==> config.mk <==
export PLATFORM = sky130hd
export DESIGN_NAME = draw_cmd_dispatcher
export DESIGN_NICKNAME = d
export VERILOG_FILES = /design/src/rtl/draw_pkg.sv /design/src/rtl/ram_wr_arbiter.sv /design/src/rtl/draw_cmd_dispatcher.sv
export SDC_FILE = /design/constraint.sdc
export NUM_CORES = 1
export LEC_CHECK = 0
export ABC_AREA = 1
export CORE_MARGIN = 5
export CORE_UTILIZATION = 35
export CTS_CLUSTER_DIAMETER = 30
export DETAILED_ROUTE_END_ITERATION = 12
export GPL_ROUTABILITY_DRIVEN = 0
export GPL_TIMING_DRIVEN = 0
export PLACE_DENSITY = 0.89
export SLEW_MARGIN = 30
export SYNTH_ARGS = -nofsm -noshare
export SYNTH_HDL_FRONTEND = slang
export SYNTH_SLANG_ARGS = --single-unit
export TNS_END_PERCENT = 20
==> constraint.sdc <==
create_clock -name i_clk -period 1.5 [get_ports i_clk]
set_clock_uncertainty 0.15 [all_clocks]
set_input_delay 0.3 -clock i_clk [delete_from_list [all_inputs] [get_ports i_clk]]
set_output_delay 0.3 -clock i_clk [all_outputs]
set_load 0.05 [all_outputs]
==> src/rtl/draw_pkg.sv <==
// Shared definitions for the draw-command path: opcodes, dispatcher states and default widths.
package draw_pkg;

    localparam logic [3:0] OP_SPIXEL  = 4'h0;
    localparam logic [3:0] OP_RECT_SP = 4'h1;
    localparam logic [3:0] OP_RECT_PX = 4'h9;
    localparam logic [3:0] OP_CHAR    = 4'ha;

    localparam int unsigned H_PHY_WIDTH   = 10;
    localparam int unsigned V_PHY_WIDTH   = 9;
    localparam int unsigned H_LOGIC_WIDTH = 5;
    localparam int unsigned V_LOGIC_WIDTH = 5;

    typedef enum logic [1:0] {
        IDLE     = 2'd0,
        FETCH    = 2'd1,
        DISPATCH = 2'd2,
        BUSY     = 2'd3
    } state_t;

endpackage

==> src/rtl/ram_wr_arbiter.sv <==
// Registered lowest-index-wins mux of N engine RAM write ports onto one RAM port.
module ram_wr_arbiter #(
    parameter int unsigned N  = 4,
    parameter int unsigned AW = 19,
    parameter int unsigned DW = 8
) (
    input  logic          i_clk,
    input  logic          i_rst,
    input  logic [N*AW-1:0] i_addr,
    input  logic [N*DW-1:0] i_data,
    input  logic [N-1:0]  i_wren,
    output logic [AW-1:0] o_addr,
    output logic [DW-1:0] o_data,
    output logic          o_wren
);

    logic          r_wren;
    logic [AW-1:0] r_addr;
    logic [DW-1:0] r_data;
    logic          w_any;
    logic [AW-1:0] w_addr;
    logic [DW-1:0] w_data;

    // Descending scan so the lowest active index is the last to assign.
    always_comb begin
        w_any  = 1'b0;
        w_addr = r_addr;
        w_data = r_data;
        for (int i = int'(N) - 1; i >= 0; i--) begin
            if (i_wren[i]) begin
                w_any  = 1'b1;
                w_addr = i_addr[i*AW +: AW];
                w_data = i_data[i*DW +: DW];
            end
        end
    end

    always_ff @(posedge i_clk or negedge i_rst) begin
        if (!i_rst) begin
            r_wren <= 1'b0;
            r_addr <= '0;
            r_data <= '0;
        end else begin
            r_wren <= w_any;
            r_addr <= w_addr;
            r_data <= w_data;
        end
    end

    assign o_wren = r_wren;
    assign o_addr = r_addr;
    assign o_data = r_data;

endmodule

==> src/rtl/draw_cmd_dispatcher.sv <==
// Pops draw commands, starts the engine owning the opcode and muxes engine RAM writes.
// Define DRAW_DISPATCH_TIMEOUT_EN to add a BUSY watchdog of TIMEOUT_CYCLES cycles.
module draw_cmd_dispatcher
    import draw_pkg::*;
#(
    parameter int unsigned DATA_WIDTH     = 32,
    parameter int unsigned OP_WIDTH       = 4,
    parameter int unsigned N_ENG          = 4,
    parameter logic [N_ENG*OP_WIDTH-1:0] OP_TABLE = {OP_CHAR, OP_RECT_PX, OP_RECT_SP, OP_SPIXEL},
    parameter logic [N_ENG-1:0] HALF_MASK = 4'b1100,
    parameter int unsigned ADDR_WIDTH     = 19,
    parameter int unsigned COLOR_ID_WIDTH = 8,
    parameter int unsigned ERR_WIDTH      = 8,
    parameter int unsigned TIMEOUT_CYCLES = 65535
) (
    input  logic                          i_clk,
    input  logic                          i_rst,
    input  logic                          i_enb,
    input  logic                          i_ff_empty,
    output logic                          o_ff_rden,
    input  logic [DATA_WIDTH-1:0]         i_ff_rdat,
    input  logic                          i_ff_rvld,
    output logic [DATA_WIDTH-1:0]         o_eng_cmd,
    output logic [N_ENG-1:0]              o_eng_vld,
    input  logic [N_ENG-1:0]              i_eng_done,
    input  logic [N_ENG*ADDR_WIDTH-1:0]   i_eng_addr,
    input  logic [N_ENG*COLOR_ID_WIDTH-1:0] i_eng_data,
    input  logic [N_ENG-1:0]              i_eng_wren,
    output logic [ADDR_WIDTH-1:0]         o_ram_addr,
    output logic [COLOR_ID_WIDTH-1:0]     o_ram_data,
    output logic                          o_ram_wren,
    output logic                          o_busy,
    output logic [ERR_WIDTH-1:0]          o_err_cnt
);

    localparam int unsigned OWN_W = (N_ENG > 1) ? $clog2(N_ENG) : 1;

    state_t                r_state, w_state_nxt;
    logic [OWN_W-1:0]      r_owner, w_owner_nxt;
    logic [DATA_WIDTH-1:0] r_cmd, w_cmd_nxt;
    logic [ERR_WIDTH-1:0]  r_err, w_err_nxt, w_err_inc;
    logic [N_ENG-1:0]      r_vld, w_vld_nxt;
    logic                  r_busy;
    logic                  w_hit;
    logic [OWN_W-1:0]      w_hit_idx;
    logic [OP_WIDTH-1:0]   w_op;
    logic                  w_rden;

    assign w_op      = i_ff_rdat[DATA_WIDTH-1 -: OP_WIDTH];
    assign w_err_inc = (&r_err) ? r_err : r_err + ERR_WIDTH'(1);

    // Lowest matching table slice owns the command.
    always_comb begin
        w_hit     = 1'b0;
        w_hit_idx = '0;
        for (int i = int'(N_ENG) - 1; i >= 0; i--) begin
            if (OP_TABLE[i*OP_WIDTH +: OP_WIDTH] == w_op) begin
                w_hit     = 1'b1;
                w_hit_idx = OWN_W'(i);
            end
        end
    end

`ifdef DRAW_DISPATCH_TIMEOUT_EN
    localparam int unsigned TMO_W = $clog2(TIMEOUT_CYCLES + 1);
    logic [TMO_W-1:0] r_tmo;
    logic             w_tmo_hit;

    always_ff @(posedge i_clk or negedge i_rst) begin
        if (!i_rst) begin
            r_tmo <= '0;
        end else if (r_state != BUSY) begin
            r_tmo <= '0;
        end else begin
            r_tmo <= r_tmo + TMO_W'(1);
        end
    end

    assign w_tmo_hit = (r_tmo == TMO_W'(TIMEOUT_CYCLES - 1));
`endif

    always_comb begin
        w_state_nxt = r_state;
        w_owner_nxt = r_owner;
        w_cmd_nxt   = r_cmd;
        w_err_nxt   = r_err;
        w_rden      = 1'b0;
        w_vld_nxt   = '0;
        case (r_state)
            IDLE: begin
                w_rden = i_enb & ~i_ff_empty;
                if (w_rden) w_state_nxt = FETCH;
            end
            FETCH: begin
                if (i_ff_rvld) begin
                    w_cmd_nxt = i_ff_rdat;
                    if (w_hit) begin
                        w_owner_nxt = w_hit_idx;
                        w_state_nxt = DISPATCH;
                    end else begin
                        w_err_nxt   = w_err_inc;
                        w_state_nxt = IDLE;
                    end
                end
            end
            DISPATCH: begin
                if ((HALF_MASK[r_owner] & ~r_cmd[0]) | i_eng_done[r_owner]) begin
                    w_state_nxt = IDLE;
                end else begin
                    w_state_nxt = BUSY;
                end
            end
            BUSY: begin
                if (i_eng_done[r_owner]) begin
                    w_state_nxt = IDLE;
                end
`ifdef DRAW_DISPATCH_TIMEOUT_EN
                else if (w_tmo_hit) begin
                    w_err_nxt   = w_err_inc;
                    w_state_nxt = IDLE;
                end
`endif
            end
            default: w_state_nxt = IDLE;
        endcase
        if (w_state_nxt == DISPATCH) begin
            w_vld_nxt = N_ENG'(1) << w_owner_nxt;
        end
    end

    always_ff @(posedge i_clk or negedge i_rst) begin
        if (!i_rst) begin
            r_state <= IDLE;
            r_owner <= '0;
            r_cmd   <= '0;
            r_err   <= '0;
            r_vld   <= '0;
            r_busy  <= 1'b0;
        end else begin
            r_state <= w_state_nxt;
            r_owner <= w_owner_nxt;
            r_cmd   <= w_cmd_nxt;
            r_err   <= w_err_nxt;
            r_vld   <= w_vld_nxt;
            r_busy  <= (w_state_nxt != IDLE);
        end
    end

    ram_wr_arbiter #(
        .N  (N_ENG),
        .AW (ADDR_WIDTH),
        .DW (COLOR_ID_WIDTH)
    ) u_ram_arb (
        .i_clk  (i_clk),
        .i_rst  (i_rst),
        .i_addr (i_eng_addr),
        .i_data (i_eng_data),
        .i_wren (i_eng_wren),
        .o_addr (o_ram_addr),
        .o_data (o_ram_data),
        .o_wren (o_ram_wren)
    );

    // Read strobe is held low while reset is asserted.
    assign o_ff_rden = w_rden & i_rst;
    assign o_eng_cmd = r_cmd;
    assign o_eng_vld = r_vld;
    assign o_busy    = r_busy;
    assign o_err_cnt = r_err;

endmodule
==> results.md <==
- FFs w/ async S/R, synth: 100%
- Remaining global-route overflow: 0
- Clock sink count: 77
- Share of total power consumed by net switching: 46.6%
- Count of warnings emitted by yosys: 0
- Tmin final: 1.68 ns
- Pwr/cell area: 1520 nW/um^2
- Post-synth EDFFs: 0
- Most common cell after layout, fill and taps aside: sky130_fd_sc_hd__nand2_1
- Starting utilization of the core area: 36.0%
- Relative area change from synthesis to final layout: 74.8%
- Post-detailed-route count of antenna-violating nets: 0
- Critical-path maximum fanout: 8
- Number of cells traversed by the worst register-to-register path: 11
- Inserted Diodes: 0
- CORE AREA: 10,900 sq um
- Static leakage power: 3.27 nW
- Vertical die dimension: 116 microns
- Number of buffers inserted by port buffering: 223
- Maximum operating frequency: 596 MHz
- Number of detailed-routing iterations run before antenna repair: 5
- Clock latency reported for the late side of the worst-skew pair: 0.32 ns
- Number of buffers created by CTS: 9
- Cell accounting for the most synthesized area: sky130_fd_sc_hd__dfrtp_1
- Main combinational cell family by area after synthesis: simple AND/OR/NAND/NOR gates
- Post-synthesis adder-cell area fraction: 0.317%
- CTS tree: built
- Global-route wire length before repair: 22,100 microns
- Standard-cell rows: 38
- Via count of the first global-routing pass: 4,616
- I/O pin cnt: 227
- Maximum level of the CTS H-tree: 3
- Wire length after detailed routing: 15,000 microns
- DRC viols: 0
- Number of distinct library cells after synthesis: 33
- Violated checks: negative hold slack, negative setup slack
- CP required: 1.57 ns
- Via count: 4,574
- WP data arrival: 1.75 ns
- Maximum buffer depth of the clock tree: 2
- Number of placed instances with taps included: 883
- Most used flip-flop cell after synthesis: sky130_fd_sc_hd__dfrtp_1
- Critical Setup Path Class: flip-flop to flip-flop
- Clock network power share: 19.0%
- Finish-stage setup viols: 37
- Combinational share of power: 50.8%
- HPWL after detailed placement: 11,000 microns
- Total routing usage reported by global routing: 20.9%
- Multiplexer share of the synthesized area: 0%
- Initial antenna violation count: 0
- Highest-count cells in the layout ignoring fill and taps: sky130_fd_sc_hd__nand2_1 (160), sky130_fd_sc_hd__clkdlybuf4s50_1 (144), sky130_fd_sc_hd__nor2_1 (90)
- Number of DRC violations after detailed-routing iteration 0: 371
- Setup slack of the critical path after layout: -0.179 ns
- Result of the run: finished, violations left
- Switching power: 4.88 mW
- Vias/cell: 4.96
- Sort of element at the end of the critical path: flip-flop
- Overall die area: 13,500 sq um
- RSZ-0062 raised after global routing: true
- Pin count of the biggest net entering global routing: 37
- Worst-path clk slew: 0.06 ns
- Top area cells in the synthesized netlist: sky130_fd_sc_hd__dfrtp_1 (49%), sky130_fd_sc_hd__nand2_1 (17%), sky130_fd_sc_hd__nor2_1 (9.3%), sky130_fd_sc_hd__a21oi_1 (7.0%), sky130_fd_sc_hd__o31ai_1 (5.1%)
- Startpoint class of the critical path: flip-flop
- Fin crit share: 112%
- Sequential fraction of design power: 30.2%
- Number of pins with negative max-slew slack in the final report: 0
- Register bit total from synthesis: 77
- Internal Dissipation: 5.59 mW
- Fraction of layout instances using a drive strength above 1: 24.3%
- Nets@finish: 931
- Mean post-synth cell area: 7.59 sq um
- HP Class: input port to asynchronous set/reset pin
- Count of endpoints failing hold in the final timing report: 55
- Share of the synthesized area in the top cell type: 48.9%
- Max-cap violation count: 0
- Post-Place Worst Slack: -0.886 ns
- Total standard cell area after synthesis: 3940 sq um
- Fraction of synthesized cell area in xor and xnor cells: 1.33%
- Simple logic cell fraction of the synthesized area: 30.2%
- Cells after Synth: 519
- CTS root buffer: sky130_fd_sc_hd__clkbuf_16
- Chip width: 116 microns
- Final cell count without fillers: 922
- Post-synthesis compound-gate area fraction: 13.6%
- Transition time of the tightest slew-check pin: 0.520 ns
- Hold Worst Slack: -0.314 ns
- Largest voltage drop on the vdd net: 1340 uV
- Sequential fraction of the synthesis area: 48.9%
- Worst rel slew slack: 65.3%
- Final routed wire length divided by cell count: 16.3 microns
- Total nets after synthesis: 673
==> final cells by class <==
cell class	instances	area, sq um
well taps	140	175
flip-flops and latches	77	1940
repair buffers	246	2240
multi-input cells	399	2000
clock buffers	12	246
fillers	903	4050
inverters	17	86.3
plain buffers	27	181
clock inverters	4	25.0
==> state kept, by name, summed over array words and instances, names as in the netlist <==
register and flops:
o_eng_cmd 32, u_ram_arb.o_addr 19, o_err_cnt 8, u_ram_arb.o_data 8, o_eng_vld 4, r_owner 2, r_state 2, o_busy 1
u_ram_arb.o_wren 1
==> worst max-delay path, cell delays in order (launching register included) <==
cell and delay, ns:
sky130_fd_sc_hd__dfrtp_1 0.38, sky130_fd_sc_hd__buf_4 0.14, sky130_fd_sc_hd__buf_6 0.11, sky130_fd_sc_hd__inv_4 0.06, sky130_fd_sc_hd__nor2_4 0.04, sky130_fd_sc_hd__nand2_4 0.13
sky130_fd_sc_hd__clkinv_8 0.12, sky130_fd_sc_hd__nand2_8 0.12, sky130_fd_sc_hd__nand2_4 0.06, sky130_fd_sc_hd__nand2_4 0.09, sky130_fd_sc_hd__inv_4 0.05, sky130_fd_sc_hd__buf_4 0.12
==> routing by layer <==
metal	track usage, %	up-vias	routed length [microns]
li1	-	2193	-
met4	8.28	0	303
met5	0	-	0
met3	5.65	27	1270
met2	39.0	213	7940
met1	22.3	2141	5530
==> synth_stat cells (5+ instances only) <==
cell                       instances
sky130_fd_sc_hd__o21ai_1           5
sky130_fd_sc_hd__nand3_1           8
sky130_fd_sc_hd__buf_4             8
sky130_fd_sc_hd__clkbuf_1          8
sky130_fd_sc_hd__nand2_1         178
sky130_fd_sc_hd__a21oi_1          55
sky130_fd_sc_hd__buf_2             7
sky130_fd_sc_hd__o31ai_1          27
sky130_fd_sc_hd__nor2_1           98
sky130_fd_sc_hd__inv_1            11
sky130_fd_sc_hd__dfrtp_1          77
==> power by group through the flow <==
stage	logic [mW]	registers, mW	clock network, mW
3_3_place_gp	5.12	3.14	0
2_1_floorplan	1.18	5.15	0
4_1_cts	4.97	3.12	2.03
3_5_place_dp	5.21	3.16	0
5_1_grt	5.65	3.23	2.13
6_report	5.32	3.16	1.99
==> stage by stage <==
stage	instance area, sq um	setup TNS (ns)	power [mW]	util (%)
after floorplan	3960	-0.992	6.33	-
after global placement	6370	-243.25	8.26	58.3
after detailed placement	6390	-26.71	8.37	58.5
after CTS	6620	-0.652	10.1	60.6
after global routing	6890	-7.10	11.0	63.0
final	6890	-3.47	10.5	63.0
==> final timing paths <==
path | start | end | slack (ns)
max in group asynchronous | i_rst | o_eng_cmd[9] | 0.94
worst max register to register | r_state[0] | r_owner[0] | -0.18
worst max-delay path | r_state[0] | r_owner[0] | -0.18
worst min-delay path | i_rst | o_eng_cmd[25] | -0.31
min in group i_clk | i_ff_rdat[30] | o_eng_cmd[30] | 0.19
worst min register to register | o_eng_cmd[20] | o_eng_cmd[20] | 0.32
==> timing repair <==
item | in CTS | in global routing
resized for setup | 337 | 94
pin swaps | 3 | 19
cloned | 1 | 2
buffers inserted | 5 | 15
endpoints found under the hold margin | 55 | 34
endpoints found under the setup margin | 108 | 84
==> cells by family (layout without fill, tap and decap cells) <==
logic type      count (synthesis)  after routing
simple gates                  298            299
compound gates                 93             93
flops                          77             77
buf+inv                        44            306
xor+xnor                        6              6
fa+ha+maj                       1              1
(Power assumes the default switching activity.)
